File: config.mk
export PLATFORM = sky130hd
export DESIGN_NAME = nes_line_feeder
export DESIGN_NICKNAME = d
export VERILOG_FILES = /design/src/rtl/nes_line_feeder.sv
export SDC_FILE = /design/constraint.sdc
export NUM_CORES = 1
export LEC_CHECK = 0
export ABC_AREA = 1
export CAP_MARGIN = 30
export CORE_ASPECT_RATIO = 1.1
export CORE_MARGIN = 1.5
export CORE_UTILIZATION = 42
export CTS_CLUSTER_SIZE = 14
export DETAILED_ROUTE_END_ITERATION = 16
export PLACE_DENSITY = 0.84
export SETUP_SLACK_MARGIN = 0.1
export SLEW_MARGIN = 10
export SYNTH_ARGS = -nofsm -noshare
export SYNTH_HDL_FRONTEND = slang
export SYNTH_SLANG_ARGS = --single-unit
File: constraint.sdc
create_clock -name cpu_clk -period 1.25 [get_ports cpu_clk]
set_clock_uncertainty 0.15 [all_clocks]
set_input_delay 0.25 -clock cpu_clk [delete_from_list [all_inputs] [get_ports cpu_clk]]
set_output_delay 0.25 -clock cpu_clk [all_outputs]
set_load 0.005 [all_outputs]
File: src/rtl/nes_line_feeder.sv
// Scanline fetcher: streams one framebuffer line per request into the video FIFO,
// honouring FIFO back-pressure and optionally substituting a blank colour.
module nes_line_feeder #(
  parameter int          LINE_W     = 256,
  parameter int          LINE_H     = 240,
  parameter logic [5:0]  BLANK_CODE = 6'h0F
) (
  input  logic        cpu_clk,
  input  logic        reset,
  input  logic        line_req,
  input  logic        fifo_afull,
  input  logic        blank,
  output logic        mem_rd,
  output logic [15:0] mem_addr,
  input  logic [7:0]  mem_rdata,
  output logic [5:0]  c_code_cpu,
  output logic        cpu_write,
  output logic        busy,
  output logic [7:0]  line_y,
  output logic        frame_start
);

  localparam int XW = (LINE_W > 1) ? $clog2(LINE_W) : 1;

  typedef enum logic [1:0] {
    IDLE,
    FETCH,
    DRAIN
  } state_t;

  state_t        state, state_next;
  logic [XW-1:0] x, x_next;
  logic          pending;
  logic          line_blank;
  logic [5:0]    code_hold;
  logic [5:0]    code_now;
  logic          start;
  logic          x_last;

  // A line starts in the IDLE cycle that sees a request (live or remembered);
  // qualifying with reset keeps busy/frame_start low while reset is held.
  assign start  = (state == IDLE) && (line_req || pending) && reset;
  assign x_last = (x == XW'(LINE_W - 1));

  always_comb begin
    state_next = state;
    x_next     = x;
    mem_rd     = 1'b0;
    case (state)
      IDLE: begin
        if (start) begin
          state_next = FETCH;
          x_next     = '0;
        end
      end
      FETCH: begin
        if (!fifo_afull) begin
          mem_rd = 1'b1;
          x_next = x + XW'(1);
          if (x_last) state_next = DRAIN;
        end
      end
      DRAIN: begin
        state_next = IDLE;
      end
      default: begin
        state_next = IDLE;
      end
    endcase
  end

  always_ff @(posedge cpu_clk or negedge reset) begin
    if (!reset) begin
      state      <= IDLE;
      x          <= '0;
      pending    <= 1'b0;
      line_blank <= 1'b0;
      line_y     <= '0;
      cpu_write  <= 1'b0;
      code_hold  <= '0;
    end else begin
      state     <= state_next;
      x         <= x_next;
      cpu_write <= mem_rd;
      if (start) begin
        pending    <= 1'b0;
        line_blank <= blank;
      end else if (line_req && (state != IDLE)) begin
        pending <= 1'b1;
      end
      if (state == DRAIN) begin
        line_y <= (line_y == 8'(LINE_H - 1)) ? 8'd0 : line_y + 8'd1;
      end
      if (cpu_write) code_hold <= code_now;
    end
  end

  // Read data arrives in the push cycle itself, so the pushed code is taken
  // straight from the bus and only remembered for the idle cycles after it.
  assign code_now    = line_blank ? BLANK_CODE : mem_rdata[5:0];
  assign c_code_cpu  = cpu_write ? code_now : code_hold;
  assign mem_addr    = {line_y, 8'(x)};
  assign busy        = (state != IDLE) || start;
  assign frame_start = start && (line_y == 8'd0);

endmodule
==> summary.txt <==
Status
  • Result of the run: complete, but fails checks
  • Violations in the final reports: setup timing

Die
  • Die span in y: 65.87 um
  • Die Span X: 60.15 um
  • Die Area: 3962 um2
  • Core Box Area: between 3000 and 4000 um2
  • Initial cell density of the core: between 40 and 50%
  • Standard-cell row count: 22
  • I/O pins: between 40 and 50

Clocking
  • Clk sink count: 27
  • Number of buffers on the longest clock path: 2
  • CTS tree: yes
  • Clock edge transition at the registers on the reported setup and hold paths: 0.15 ns
  • Insertion delay to the later sink of the worst-skew pair: about 0.34 ns
  • CTS H-Tree Depth: 1
  • Number of clock buffers inserted by TritonCTS: 3
  • Cts-stage hold buffer count: 0
  • Master cell of the clock root buffer: clkbuf_4

Route
  • Vias after detailed routing: between 1500 and 2000
  • Total routed wirelength: around 4700 um
  • Number of DRC violations after detailed routing: 0
  • Number of DRC violations after detailed-routing iteration 0: 70
  • Routed len/inst: between 10 and 15 um
  • Pre-antenna DRT Iters: 4
  • Post-route antenna net violation count: 0
  • Detail-routed via count per cell: 4.733

Synth
  • Sequential area share after synthesis: between 40% and 50%
  • Synth warnings: 0
  • Cell count after synthesis: 177
  • Mean post-synth cell area: 8.525 um2
  • Number of unique standard cell types used by synthesis: 29
  • Syn Std Cell Area: 1509 um2
  • Post-synthesis net count: roughly 190
  • Number of synthesized register bits: 27

Timing
  • Max_slew headroom: 76.55%
  • Setup-failing EPs final: 53
  • Post-route setup slack: -0.5181 ns
  • Portion of the clock cycle consumed by the worst path in the final layout: 141.4%
  • Transition time at the pin with the least slew margin: approximately 0.35 ns
  • Final hold viol count: 0
  • Crit path time final: between 1.5 and 2 ns
  • Unrepaired setup endpoints after global routing: true
  • Maximum operating frequency: 0.5656 GHz
  • Count of final max-slew check failures: 0

Critical path
  • Number of stages on the worst setup path: 5
  • Sequence of cells on the critical path: inv_2 > ha_4 > nand3_2 > nor3_2 > buf_2
  • Setup slack of the most critical reg-to-reg path: -0.34 ns
  • Worst setup path startpoint: line_y[0]
  • R2R depth: 9
  • Reg-to-reg critical path startpoint: line_y[0]
  • Endpoint of the most critical register-to-register path: line_y[7]
  • Critical Path Source Type: flop
  • Crit Path Class: reg2out
  • Worst-path fanout max: 2
  • Worst-path cell with the longest stage delay: dfrtp_1
  • Crit path buf inv count: 2
  • Worst setup path endpoint: frame_start
  • Setup crit end kind: primary output
  • Kind of cell adding the most delay to the critical path: flip-flops
  • Required time of the critical path: ~0.85 ns
  • Arrival time worst endpoint: 1.37 ns
  • Critical Path Max Stage Delay: 0.44 ns

Final layout
  • Fraction of final layout cells with drive strength greater than 1: 58.25%
  • Most common library cell in the layout ignoring fill and taps: buf_4
  • Highest-count cells in the layout ignoring fill and taps: buf_4 (43), buf_6 (37), nand2_1 (27)
  • Filler-free cell count of the finished design: 333
  • Final cell utilization of the core: 78.46%
  • Ant diodes: 0
  • Synth-to-layout area growth: 76.04%
  • Total number of nets in the final design: between 300 and 400

GRT
  • Antenna violations before repair: 0
  • GRT overflow: 0
  • Global-route wire length before repair: 6941 um
  • Vias in the first global route: 1618
  • Busiest grt layer: met2
  • Overall routing resource usage: a little under a quarter
  • GRT met3 Usage: 2.935%
  • Largest net degree at the start of global routing: 28
  • Met2 track utilization from global routing: between 40% and 50%
  • Fraction of met1 tracks used by global routing: 25.37%

Pwr
  • Total power density per cell area: 1089 nW/um2
  • Worst vdd rail ir drop: 1.125 mV
  • Post-layout total power: 0.002894 W
  • Static leakage: around 1.4 nW

Place
  • Final HPWL DP: 2618 um
  • Number of buffer cells added on primary ports: 44
  • Cell total after placement: 298
  • RD Place Congestion: 0.8910

Flow run
  • Max Cap Viol: 0

Hold path
  • Type of the most critical hold path: in2reg
  • Hold path depth: 3
synthesized netlist by cell type, drive strengths merged:
cell type | n | share of area [%]
nand2 | 48 | 15
o211ai | 1 | 0.50
ha | 3 | 2.5
dfrtp | 27 | 45
nor2 | 16 | 6.1
o22ai | 1 | 0.41
o21bai | 1 | 0.50
a22o | 2 | 1.2
inv | 33 | 8.9
o21ai | 8 | 3.6
nor3 | 2 | 0.66
a21oi | 3 | 0.99
nand3 | 13 | 5.5
buf | 8 | 4.0
xor2 | 2 | 1.2
nand3b | 1 | 0.50
a31oi | 1 | 0.41
nand4 | 3 | 1.2
o22a | 4 | 2.3
worst reg2reg max path, stage by stage (launching register included):
cell     delay (ns)
dfrtp_1        0.42
buf_6          0.13
buf_6          0.09
buf_6          0.09
ha_4           0.14
nand3_4        0.07
nor2_4         0.18
nand2_2        0.09
inv_2          0.09
nor2_2         0.04
through the flow:
step / instance area [um2] / TNS (ns) / worst slack, ns / hold WS (ns)
after floorplan: 1540 / -0.3958 / -0.06327 / -0.1956
after CTS: 2566 / -12.98 / -0.4988 / 0.2778
final: 2656 / -12.36 / -0.5181 / 0.3017
after global placement: 2258 / -11.42 / -0.7746 / 0.3319
after global routing: 2656 / -15.25 / -0.6189 / 0.2946
after detailed placement: 2258 / -12.14 / -0.7784 / 0.3366
registers in the layout, indices dropped and copies added, names as in the netlist:
name,flops
state,2
line_y,8
code_hold,6
pending,1
cpu_write,1
line_blank,1
x,8
cell type report:
type	instances	area (um2)
timing repair buffer	112	959.7
inverter	33	138.9
multi-input combinational	109	792.0
sequential	27	678.2
tap	48	60.06
clock inverter	1	5.005
clock buffer	3	22.52
fill	214	729.5
what timing repair did:
item                       4_1_cts  5_1_grt
pin swaps                       20       14
resized for setup              174       32
setup endpoints to repair       55       59
setup buffers                   26       10
worst min path at each step:
stage                 startpoint      endpoint
floorplan                  reset  code_hold[0]
global placement    code_hold[0]  code_hold[0]
detailed placement  code_hold[3]  code_hold[3]
CTS                        reset          x[5]
global route               blank    line_blank
finish                     blank    line_blank
power by group:
group          switching (W)  internal (W)
logic               0.000703      0.000714
registers          0.0000824       0.00101
clock network       0.000268      0.000120
total                0.00105       0.00184
metal layers:
| metal | wire length (um) | share of wire, % |
|---|---|---|
| met3 | 160 | 3.4 |
| met5 | 0 | 0 |
| met2 | 2632 | 56 |
| met1 | 1849 | 39 |
| met4 | 61 | 1.3 |
kinds of logic (layout without fill, tap and decap cells):
| logic type | count (synthesis) | after routing | synth area share [%] |
|---|---|---|---|
| AO/OA/AOI/OAI | 21 | 21 | 9.950 |
| flip-flops | 27 | 27 | 44.78 |
| XOR/XNOR | 2 | 2 | 1.161 |
| adder cells (fa/ha/maj) | 3 | 3 | 2.488 |
| AND/OR/NAND/NOR | 83 | 83 | 28.77 |
| buffers and inverters | 41 | 149 | 12.85 |
(Power assumes the default switching activity.)
